## config.mk

```make
export PLATFORM = sky130hd
export DESIGN_NAME = sum_accumulator_flat
export DESIGN_NICKNAME = d
export VERILOG_FILES = /design/src/rtl/sum_accumulator_if.sv /design/src/rtl/sum_accumulator.sv /design/src/flat_wrapper.sv
export SDC_FILE = /design/constraint.sdc
export NUM_CORES = 1
export LEC_CHECK = 0
export CAP_MARGIN = 20
export CORE_MARGIN = 4
export CORE_UTILIZATION = 38
export CTS_BUF_LIST = sky130_fd_sc_hd__clkbuf_4
export CTS_CLUSTER_DIAMETER = 40
export DETAILED_ROUTE_END_ITERATION = 10
export MAX_ROUTING_LAYER = met4
export PLACE_DENSITY = 0.83
export RECOVER_POWER = 50
export SLEW_MARGIN = 20
export SYNTH_ARGS = -nofsm -noshare
export SYNTH_HDL_FRONTEND = slang
export SYNTH_SLANG_ARGS = --single-unit
```

## constraint.sdc

```tcl
create_clock -name clk -period 2.25 [get_ports clk]
set_clock_uncertainty 0.15 [all_clocks]
set_input_delay 0.45 -clock clk [delete_from_list [all_inputs] [get_ports clk]]
set_output_delay 0.45 -clock clk [all_outputs]
set_load 0.01 [all_outputs]
```

## src/rtl/sum_accumulator_if.sv

```systemverilog
`default_nettype none
// ============================================================================
// Module   : sum_accumulator_if
// Purpose  : Operand stream, burst control and external-adder bus for
//            sum_accumulator.
// Revision : 1.0 - initial release
// ============================================================================
interface sum_accumulator_if #(
  parameter int NUMBITS = 16,
  parameter int CNTBITS = 8
);
  logic               start;
  logic [CNTBITS-1:0] burst_len;
  logic               in_valid;
  logic               in_ready;
  logic [NUMBITS-1:0] in_data;
  logic [NUMBITS-1:0] add_a;
  logic [NUMBITS-1:0] add_b;
  logic               add_cin;
  logic [NUMBITS-1:0] add_result;
  logic               add_cout;
  logic [NUMBITS-1:0] sum;
  logic               overflow;
  logic               busy;
  logic               done;

  // Control, operand and adder-return side (stimulus source plus the adder).
  modport master (
    output start, burst_len, in_valid, in_data, add_result, add_cout,
    input  in_ready, add_a, add_b, add_cin, sum, overflow, busy, done
  );

  // The accumulator itself.
  modport slave (
    input  start, burst_len, in_valid, in_data, add_result, add_cout,
    output in_ready, add_a, add_b, add_cin, sum, overflow, busy, done
  );
endinterface
`default_nettype wire

```

## src/rtl/sum_accumulator.sv

```systemverilog
`default_nettype none
// ============================================================================
// Module   : sum_accumulator
// Purpose  : Burst accumulator around an external combinational adder.
//            Optional macro ACCUM_SATURATE_EN clamps the sum to all-ones on carry.
// Revision : 1.0 - initial release
// ============================================================================
module sum_accumulator #(
  parameter int NUMBITS = 16,
  parameter int CNTBITS = 8
) (
  input  logic             clk,
  input  logic             rst,
  sum_accumulator_if.slave bus
);

  typedef enum logic [1:0] {
    S_IDLE  = 2'd0,
    S_ACCUM = 2'd1,
    S_DONE  = 2'd2
  } state_t;

  state_t             r_state;
  state_t             w_state_next;
  logic [NUMBITS-1:0] r_sum;
  logic [NUMBITS-1:0] w_sum_beat;
  logic               r_overflow;
  logic [CNTBITS-1:0] r_remaining;
  logic               w_in_ready;
  logic               w_beat;
  logic               w_start_burst;

  always_ff @(posedge clk or posedge rst) begin
    if (rst) begin
      r_state <= S_IDLE;
    end else begin
      r_state <= w_state_next;
    end
  end

  always_comb begin
    w_state_next = r_state;
    w_in_ready   = 1'b0;
    case (r_state)
      S_IDLE: begin
        if (bus.start) begin
          w_state_next = (bus.burst_len == '0) ? S_DONE : S_ACCUM;
        end
      end
      S_ACCUM: begin
        w_in_ready = 1'b1;
        if (bus.in_valid && (r_remaining == CNTBITS'(1))) begin
          w_state_next = S_DONE;
        end
      end
      S_DONE: begin
        w_state_next = S_IDLE;
      end
      default: begin
        w_state_next = S_IDLE;
      end
    endcase
  end

  assign w_beat        = w_in_ready & bus.in_valid;
  assign w_start_burst = (r_state == S_IDLE) & bus.start;

`ifdef ACCUM_SATURATE_EN
  // Clamp on carry; later beats add normally from the clamped value.
  assign w_sum_beat = bus.add_cout ? {NUMBITS{1'b1}} : bus.add_result;
`else
  assign w_sum_beat = bus.add_result;
`endif

  always_ff @(posedge clk or posedge rst) begin
    if (rst) begin
      r_sum       <= '0;
      r_overflow  <= 1'b0;
      r_remaining <= '0;
    end else if (w_start_burst) begin
      r_sum       <= '0;
      r_overflow  <= 1'b0;
      r_remaining <= bus.burst_len;
    end else if (w_beat) begin
      r_sum       <= w_sum_beat;
      r_overflow  <= r_overflow | bus.add_cout;
      r_remaining <= r_remaining - CNTBITS'(1);
    end
  end

  assign bus.add_a    = r_sum;
  assign bus.add_b    = bus.in_data;
  assign bus.add_cin  = 1'b0;
  assign bus.sum      = r_sum;
  assign bus.overflow = r_overflow;
  assign bus.in_ready = w_in_ready;
  assign bus.busy     = (r_state == S_ACCUM) || (r_state == S_DONE);
  assign bus.done     = (r_state == S_DONE);

endmodule
`default_nettype wire
```

## src/flat_wrapper.sv

```systemverilog
// flat-port wrapper written by rule: the top's interface ports become plain ports
module sum_accumulator_flat 
#(
  parameter int NUMBITS = 16,
  parameter int CNTBITS = 8
)
  (clk, rst, bus_start, bus_burst_len, bus_in_valid, bus_in_data, bus_add_result, bus_add_cout, bus_in_ready, bus_add_a, bus_add_b, bus_add_cin, bus_sum, bus_overflow, bus_busy, bus_done);
  sum_accumulator_if #(.NUMBITS(NUMBITS), .CNTBITS(CNTBITS)) bus_i ();
  input  logic clk;
  input  logic rst;
  input wire logic [$bits(bus_i.start)-1:0] bus_start;
  input wire logic [$bits(bus_i.burst_len)-1:0] bus_burst_len;
  input wire logic [$bits(bus_i.in_valid)-1:0] bus_in_valid;
  input wire logic [$bits(bus_i.in_data)-1:0] bus_in_data;
  input wire logic [$bits(bus_i.add_result)-1:0] bus_add_result;
  input wire logic [$bits(bus_i.add_cout)-1:0] bus_add_cout;
  output wire logic [$bits(bus_i.in_ready)-1:0] bus_in_ready;
  output wire logic [$bits(bus_i.add_a)-1:0] bus_add_a;
  output wire logic [$bits(bus_i.add_b)-1:0] bus_add_b;
  output wire logic [$bits(bus_i.add_cin)-1:0] bus_add_cin;
  output wire logic [$bits(bus_i.sum)-1:0] bus_sum;
  output wire logic [$bits(bus_i.overflow)-1:0] bus_overflow;
  output wire logic [$bits(bus_i.busy)-1:0] bus_busy;
  output wire logic [$bits(bus_i.done)-1:0] bus_done;
  assign bus_i.start = bus_start;
  assign bus_i.burst_len = bus_burst_len;
  assign bus_i.in_valid = bus_in_valid;
  assign bus_i.in_data = bus_in_data;
  assign bus_i.add_result = bus_add_result;
  assign bus_i.add_cout = bus_add_cout;
  assign bus_in_ready = bus_i.in_ready;
  assign bus_add_a = bus_i.add_a;
  assign bus_add_b = bus_i.add_b;
  assign bus_add_cin = bus_i.add_cin;
  assign bus_sum = bus_i.sum;
  assign bus_overflow = bus_i.overflow;
  assign bus_busy = bus_i.busy;
  assign bus_done = bus_i.done;
  sum_accumulator #(.NUMBITS(NUMBITS), .CNTBITS(CNTBITS)) u_core (.clk(clk), .rst(rst), .bus(bus_i));
endmodule
```

* After elaboration in Yosys (flattened, before gate mapping)
Cells that the tools add are included.
W data, S select, Z words.
** Word-level totals
- Flip-flop bits (word level) :: 27
- Input bits :: 45
- Output and inout port bits :: 53
- Logic and storage cells :: 30
** Cells by class
- Add/sub/neg operators :: 1
- Equality and inequality tests :: 5
- Muxes and demuxes :: 11
- Bitwise logic cells :: 3
- Reductions and logical operators :: 6
** Operators with widths (count)
- $mux W16 :: 2
- $mux W8 :: 2
- $eq A8 B1 Y1 const B :: 1
- $logic_not A8 Y1 :: 1
- $sub A8 B1 Y8 const B :: 1
- $mux W2 :: 3
- $pmux W2 S2 :: 1
- $mux W1 :: 3
- $and A1 B1 Y1 :: 2
- $eq A2 B1 Y1 const B :: 1
- $eq A2 B2 Y1 const B :: 1
- $logic_not A2 Y1 :: 1
- $ne A2 B1 Y1 const B :: 1
- $ne A2 B2 Y1 const B :: 1
- $reduce_and A2 Y1 :: 1
- $reduce_bool A2 Y1 :: 1
- $logic_and A1 B1 Y1 :: 1
- $logic_or A1 B1 Y1 :: 1
- $or A1 B1 Y1 :: 1

* Depth between registers and ports, before layout
Gate-level depths: netlist of the first run.
- Depth after elaboration :: 5
- Mapped depth :: 7
- Depth with buffers taken out :: 6

* Worst setup path before layout of the first run
Ideal clock, no wire load.
- Path type :: reg2reg
- Start :: register u_core.r_state[1]
- End :: register u_core.r_sum[9], in the netlist u_core.bus.add_a[9]
- Library setup time :: 0.078 ns
- Arrival :: 1.600 ns
- Data required time :: 2.022 ns
- Path slack :: 0.422 ns
- Cell stages (with the launch flop) :: 8
- Path buffers :: 2
- Clock period less this slack :: 1.828 ns
- Path through :: dfrtp_1 -> inv_1 -> ha_1 -> and2_1 -> clkbuf_1 -> clkbuf_1 -> nand2_1 -> a21oi_1
** Between the ends
- Longest elaborated chain between the ends :: 4
- Elaborated cells between the ends (all ways) :: 7
- Those cells by class :: 1 x eq/ne; 2 x mux; 2 x bitwise; 2 x reduce/logical
** Ends and longest elaborated chain
- start, declared :: RTL line sum_accumulator.sv:23 : state_t r_state;
- start signal, assigned :: RTL line sum_accumulator.sv:37 : r_state <= w_state_next;
- $eq A2 B1 Y1 :: RTL line sum_accumulator.sv:44 : case (r_state)
- $mux W1 :: RTL line sum_accumulator.sv:44
- named net bus_in_ready :: RTL line flat_wrapper.sv:17 : output wire logic [$bits(bus_i.in_ready)-1:0] bus_in_ready;
- $and A1 B1 Y1 :: RTL line sum_accumulator.sv:65 : assign w_beat = w_in_ready & bus.in_valid;
- $reduce_bool A2 Y1 (no line)
- end signal, assigned :: RTL line sum_accumulator.sv:85 : r_sum <= w_sum_beat;
- end, declared :: RTL line sum_accumulator.sv:25 : logic [NUMBITS-1:0] r_sum;
The timed path passes the listed nets, and every way through them passes these cells.
A chain may end at the register's enable or synchronous reset.

* Worst setup path in the final report of the first run
- Start :: register u_core.r_state[0]
- End :: output port bus_done
** Between the ends
- Longest elaborated chain between the ends :: 1
** Ends and longest elaborated chain
- $eq A2 B2 Y1 :: RTL line sum_accumulator.sv:98 : assign bus.done = (r_state == S_DONE);
- end, declared :: RTL line flat_wrapper.sv:24 : output wire logic [$bits(bus_i.done)-1:0] bus_done;
No other way between the ends.

==> impl_metrics.csv, run 1 <==
group,metric,value,unit
critical_path,r2r_start,"u_core.r_remaining[2]",
clock_network,clk_latency,0.33,ns
floorplanning,fp.dieH,71.6,um
timing,relSlewSlack,0.551,
timing,min_period,2.12,ns
timing,fin_hold_ws,0.378,ns
timing,hold_viol_final,0,
floorplanning,die-width,71.6,um
global_route,antenna_found_initial,0,
floorplanning,row_count,22,
floorplanning,core,3770,um^2
logic_synthesis,syn_area_per_cell,8.63,um^2
routing,wl_per_cell,13.0,um
timing,finalSetupTns,0,ns
global_route,grtUsageTotal,0.144,
placement,gp_congestion,0.862,
global_route,met3_usage,0.0154,
clock_network,cts-root-buf,"clkbuf_4",
timing,drv_slew,0,
pwr,p_leak,0.844,nW
global_route,grt_util_met2,0.251,
floorplanning,ioPinCount,98,
clock_network,clockBufferDepth,2,
finish,final_common_cell,"clkdlybuf4s50_1",
critical_path,critPathCaptureType,"output pin",
job,max_cap_violations,0,
worst_hold_path,hold_path_end,"u_core.bus.overflow",
routing,firstDrtPassIters,4,
clock_network,htree_levels,1,
logic_synthesis,syn_inst,178,
global_route,met1_usage,0.160,
timing,fmax,471,MHz
finish,area_growth,32.7,%
logic_synthesis,yosysTopAreaCell,"dfrtp_1",
critical_path,critPathSlowestCell,"clkdlybuf4s50_1",
floorplanning,initial_core_util,0.407,
critical_path,startpoint_type,"flip-flop",
critical_path,crit_path_max_incr_delay,0.52,ns
clock_network,post_cts_buffers,0,
global_route,grt_pass1_wl,5830,um
global_route,grt_pass1_vias,1336,
routing,num_vias,1238,
finish,n_fill_cell,356,
timing,rsz0062_at_grt,"no",
finish,drive_above_1_share,0.0521,
logic_synthesis,syn_nets,228,
pwr,power_density,1160,nW/um^2
clock_network,numCtsBuffers,3,
logic_synthesis,synth_edf_count,0,
critical_path,crit_chain,"inv_1, ha_1, clkdlybuf4s50_1",
finish,final_cell_mix,"clkdlybuf4s50_1 (61), nand2_1 (44), dfrtp_1 (27)",
routing,drt_iter0_markers,31,
routing,drc,0,
critical_path,reg2regPathDepth,4,
routing,routed_wl,3370,um
routing,via_per_inst,4.78,
clock_network,path_clk_slew,0.14,ns
logic_synthesis,yosysWarnings,0,
logic_synthesis,ys_async_sr_fraction,1.00,
logic_synthesis,synth_top_area_frac,0.440,
finish,fin_nets,262,
routing,postRouteAntennaNets,0,
critical_path,path_class,"reg -> out",
critical_path,cp.required,1.65,ns
timing,setup_viol,0,
finish,n_antenna_cell,0,
clock_network,clkSinkCount,27,
global_route,grt.busiest_layer,"met2",
timing,period_share,0.943,
clock_network,cts_tree,"done",
critical_path,r2r-end,"u_core.r_state[0]",
pwr,peakVddDrop,0.000430,V
run_status,status,"finished, final reports clean",
floorplanning,die_area,5120,um^2
global_route,grt_max_degree,35,
timing,tightest_slew,0.673,ns
critical_path,r2r_setup_slack,0.37,ns
critical_path,critPathArrivalTime,1.52,ns
logic_synthesis,synthTopCellsByArea,"dfrtp_1 (44%), buf_4 (16%), nand2_1 (11%)",
placement,port_buffers,64,
logic_synthesis,synthFlopType,"dfrtp_1",
logic_synthesis,syn-cell-area,1540,um^2
logic_synthesis,ys_ff_latch,27,
worst_hold_path,min-delay-start,"u_core.bus.overflow",
worst_hold_path,min_path_cells,2,
logic_synthesis,synth_cell_type_count,26,
placement,place_hpwl,2580,um
worst_hold_path,worst_hold_path_type,"reg -> reg",
global_route,overflow,0,
logic_synthesis,ys_seq_area_frac,0.440,
critical_path,path_max_fanout,3,
==> synth_stat cells (2+ instances only) <==
cell,number
o21ai_0,9
a21oi_1,18
nor2_1,4
nand2_1,44
clkbuf_1,7
dfrtp_1,27
ha_1,5
buf_4,33
nor4_1,3
nor3_1,2
xnor2_1,6
and2_1,2
inv_1,5
==> final cells by class <==
type | count | area (um^2) | area share
Multi-Input combinational cell | 105 | 564 | 0.277
Sequential cell | 27 | 676 | 0.331
Timing Repair Buffer | 70 | 689 | 0.338
Tap cell | 48 | 60.1 | 0.0295
Clock buffer | 4 | 30.0 | 0.0147
Inverter | 5 | 18.8 | 0.00921
==> critical path, delay by kind of cell, from the launching register on <==
family | cells | cell delay (ns)
buffers and inverters | 2 | 0.61
flip-flops | 1 | 0.43
adder cells (fa/ha/maj) | 1 | 0.15
==> timing repair <==
item	in CTS	in global routing
setup endpoints to repair	1	1
hold buffers	0	0
gates resized for setup	2	1
==> sequential cells by signal, summed over array words and instances (netlist names) <==
| name | count |
|---|---|
| u_core.bus.add_a | 16 |
| u_core.r_remaining | 8 |
| u_core.r_state | 2 |
| u_core.bus.overflow | 1 |
==> through the flow <==
step / util / instance area, um^2 / total power [mW] / cells / worst slack [ns]
2_1_floorplan: - / 1540 / 1.64 / 178 / 0.422
3_3_place_gp: 0.535 / 2020 / 2.15 / 255 / 0.313
3_5_place_dp: 0.535 / 2020 / 2.19 / 255 / 0.268
4_1_cts: 0.543 / 2050 / 2.42 / 259 / 0.00275
5_1_grt: 0.540 / 2040 / 2.56 / 259 / 0.0517
6_report: 0.540 / 2040 / 2.37 / 259 / 0.128
==> worst max-delay path by stage <==
stage,startpoint,to,depth (start not counted)
5_1_grt,u_core.r_state[0],bus_done,3
4_1_cts,u_core.r_state[0],bus_busy,3
6_report,u_core.r_state[0],bus_done,3
3_3_place_gp,bus_in_valid,u_core.r_remaining[7],5
2_1_floorplan,u_core.r_state[1],u_core.bus.add_a[9],7
3_5_place_dp,bus_in_valid,u_core.r_remaining[7],5
==> logic make-up (layout without fill, tap and decap cells) <==
family                     Yosys count  count (layout)  share of synthesized area
xor gates and xnor gates             7               7                     0.0399
adders and majority gates            5               5                     0.0407
other                                1               1                    0.00244
buffers and inverters               46              79                      0.193
AOI/OAI and AO/OA                   32              32                      0.114
and+or+nand+nor                     60              60                      0.170
DFF                                 27              27                      0.440
==> report_power, final <==
part	switching, mW	leakage (nW)	internal (mW)
registers	0.174	0.354	0.689
clock network	0.141	0.0184	0.0816
logic	0.559	0.472	0.721
==> layer usage <==
metal  routed length [um]  up-vias  share of wire
li1                     -      605              -
met3                  210       10          0.062
met2                 1710       45           0.51
met4                   79        0          0.023
met5                    0        -              0
met1                 1380      578           0.41
No activity file was read; power rests on OpenSTA's default activity.
==> run 2, diff against run 1 <==
--- a/config.mk
+++ b/config.mk
@@ -12,7 +12,7 @@
 export CTS_CLUSTER_DIAMETER = 40
 export DETAILED_ROUTE_END_ITERATION = 10
 export MAX_ROUTING_LAYER = met4
-export PLACE_DENSITY = 0.83
+export PLACE_DENSITY_LB_ADDON = 0.08
 export RECOVER_POWER = 50
 export SLEW_MARGIN = 20
 export SYNTH_ARGS = -nofsm -noshare
==> impl_metrics.csv, run 2 (synthesis gave the netlist of run 1 again) <==
group,metric,value,unit
timing,tightest_slew,0.727,ns
routing,drc,0,
floorplanning,fp.dieH,71.6,um
critical_path,r2r_setup_slack,0.30,ns
routing,firstDrtPassIters,4,
finish,drive_above_1_share,0.0613,
pwr,peakVddDrop,0.000438,V
global_route,antenna_found_initial,0,
clock_network,htree_levels,1,
worst_hold_path,hold_path_end,"u_core.bus.overflow",
routing,num_vias,1262,
clock_network,clkSinkCount,27,
finish,n_antenna_cell,0,
critical_path,cp.depth,3,
critical_path,r2r_start,"u_core.r_remaining[2]",
floorplanning,initial_core_util,0.407,
floorplanning,die_area,5120,um^2
global_route,overflow,0,
timing,fin_ws,0.0885,ns
critical_path,critPathArrivalTime,1.56,ns
floorplanning,ioPinCount,98,
floorplanning,row_count,22,
critical_path,crit_chain,"inv_1, ha_1, clkdlybuf4s50_1",
critical_path,critPathSlowestCell,"clkdlybuf4s50_1",
critical_path,r2r-end,"u_core.r_state[0]",
critical_path,cp.required,1.65,ns
clock_network,path_clk_slew,0.15,ns
routing,drt_iter0_markers,79,
placement,port_buffers,64,
global_route,grt_pass1_vias,1223,
timing,period_share,0.961,
floorplanning,die-width,71.6,um
timing,drv_slew,0,
routing,wl_per_cell,13.8,um
pwr,p_leak,0.844,nW
finish,final_cell_mix,"clkdlybuf4s50_1 (62), nand2_1 (44), dfrtp_1 (27)",
timing,min_period,2.16,ns
pwr,power_density,1170,nW/um^2
critical_path,critPathBufInv,2,
global_route,grt_max_degree,28,
clock_network,numCtsBuffers,3,
worst_hold_path,min-delay-start,"u_core.bus.overflow",
critical_path,crit_path_max_incr_delay,0.52,ns
worst_hold_path,worst_hold_path_type,"reg -> reg",
placement,place_hpwl,2730,um
critical_path,reg2regPathDepth,4,
placement,gp_congestion,0.819,
timing,fin_hold_ws,0.388,ns
routing,postRouteAntennaNets,0,
finish,largest_reg_flops,16,
timing,relSlewSlack,0.515,
job,max_cap_violations,0,
run_status,status,"finished, final reports clean",
timing,rsz0062_at_grt,"no",
timing,setup_viol,0,
worst_hold_path,min_path_cells,2,
global_route,grtUsageTotal,0.146,
finish,area_growth,32.5,%
critical_path,path_max_fanout,3,
timing,finalSetupTns,0,ns
placement,preCtsSetupSlack,0.283,ns
clock_network,cts-root-buf,"clkbuf_4",
timing,fmax,463,MHz
clock_network,cts_tree,"done",
critical_path,crit_family,"buffers and inverters",
routing,via_per_inst,4.85,
routing,routed_wl,3590,um
finish,fin_cells,260,
timing,hold_viol_final,0,
floorplanning,core,3770,um^2
critical_path,critPathCaptureType,"output pin",
clock_network,clockBufferDepth,2,
critical_path,path_class,"reg -> out",
critical_path,startpoint_type,"flip-flop",
placement,place_inst,255,
global_route,grt_pass1_wl,5910,um
finish,final_common_cell,"clkdlybuf4s50_1",
finish,fin_nets,263,
clock_network,clk_latency,0.33,ns
run 2: cell types whose count changed in the layout (fill, tap and decap cells not counted), sizes merged:
cell / before / now
buf: 3 / 4
clkbuf: 7 / 6
clkdlybuf4s50: 61 / 62
clkinvlp: 0 / 1
dlygate4sd2: 1 / 0
run 2: how the worst max path moves through the flow:
stage	startpoint	end	slack, ns
after CTS	u_core.r_state[1]	bus_in_ready	0.008
after detailed placement	bus_in_valid	u_core.r_remaining[7]	0.28
after floorplan	u_core.r_state[1]	u_core.bus.add_a[9]	0.42
final	u_core.r_state[1]	bus_busy	0.09
after global routing	u_core.r_state[1]	bus_busy	0.02
after global placement	bus_in_valid	u_core.r_remaining[7]	0.31
run 2: cell type report:
cell class                      instances  area, um^2
Fill cell                             348        1740
Timing Repair Buffer                   71         687
Sequential cell                        27         676
Multi-Input combinational cell        105         564
Tap cell                               48        60.1
Clock buffer                            3        22.5
Inverter                                5        18.8
Clock inverter                          1        7.51
run 2: what timing repair did:
| action | CTS | global route |
|---|---|---|
| hold buffers | 0 | 0 |
| endpoints found under the setup margin | 1 | 2 |
| setup buffers | 0 | 1 |
| resized for setup | 1 | 1 |
run 2: metrics by stage:
| step | util | total power [mW] | instance area [um^2] |
|---|---|---|---|
| after floorplan | - | 1.64 | 1540 |
| after global placement | 0.532 | 2.15 | 2000 |
| after detailed placement | 0.532 | 2.19 | 2000 |
| after CTS | 0.540 | 2.41 | 2040 |
| after global routing | 0.540 | 2.57 | 2040 |
| final | 0.540 | 2.37 | 2040 |
run 2: metal layers:
| metal | wire length [um] | up-vias | global-route usage | part of all wire |
|---|---|---|---|---|
| met4 | 111 | 0 | 0.0626 | 0.031 |
| met1 | 1510 | 578 | 0.183 | 0.42 |
| li1 | - | 611 | - | - |
| met5 | 0 | - | - | 0 |
| met2 | 1680 | 51 | 0.233 | 0.47 |
| met3 | 281 | 22 | 0.0252 | 0.078 |
run 2: worst reg2reg max path, cell delays in order (launching register included):
cell	delay, ns
dfrtp_1	0.48
or4_4	0.53
o41a_1	0.42
o21ai_0	0.17
o21ai_0	0.10
run 2: power breakdown:
part           switching [mW]  internal [mW]  leakage, nW  total [mW]
logic                   0.566          0.723        0.477        1.29
registers               0.179          0.689        0.354       0.868
clock network           0.148         0.0679       0.0139       0.216
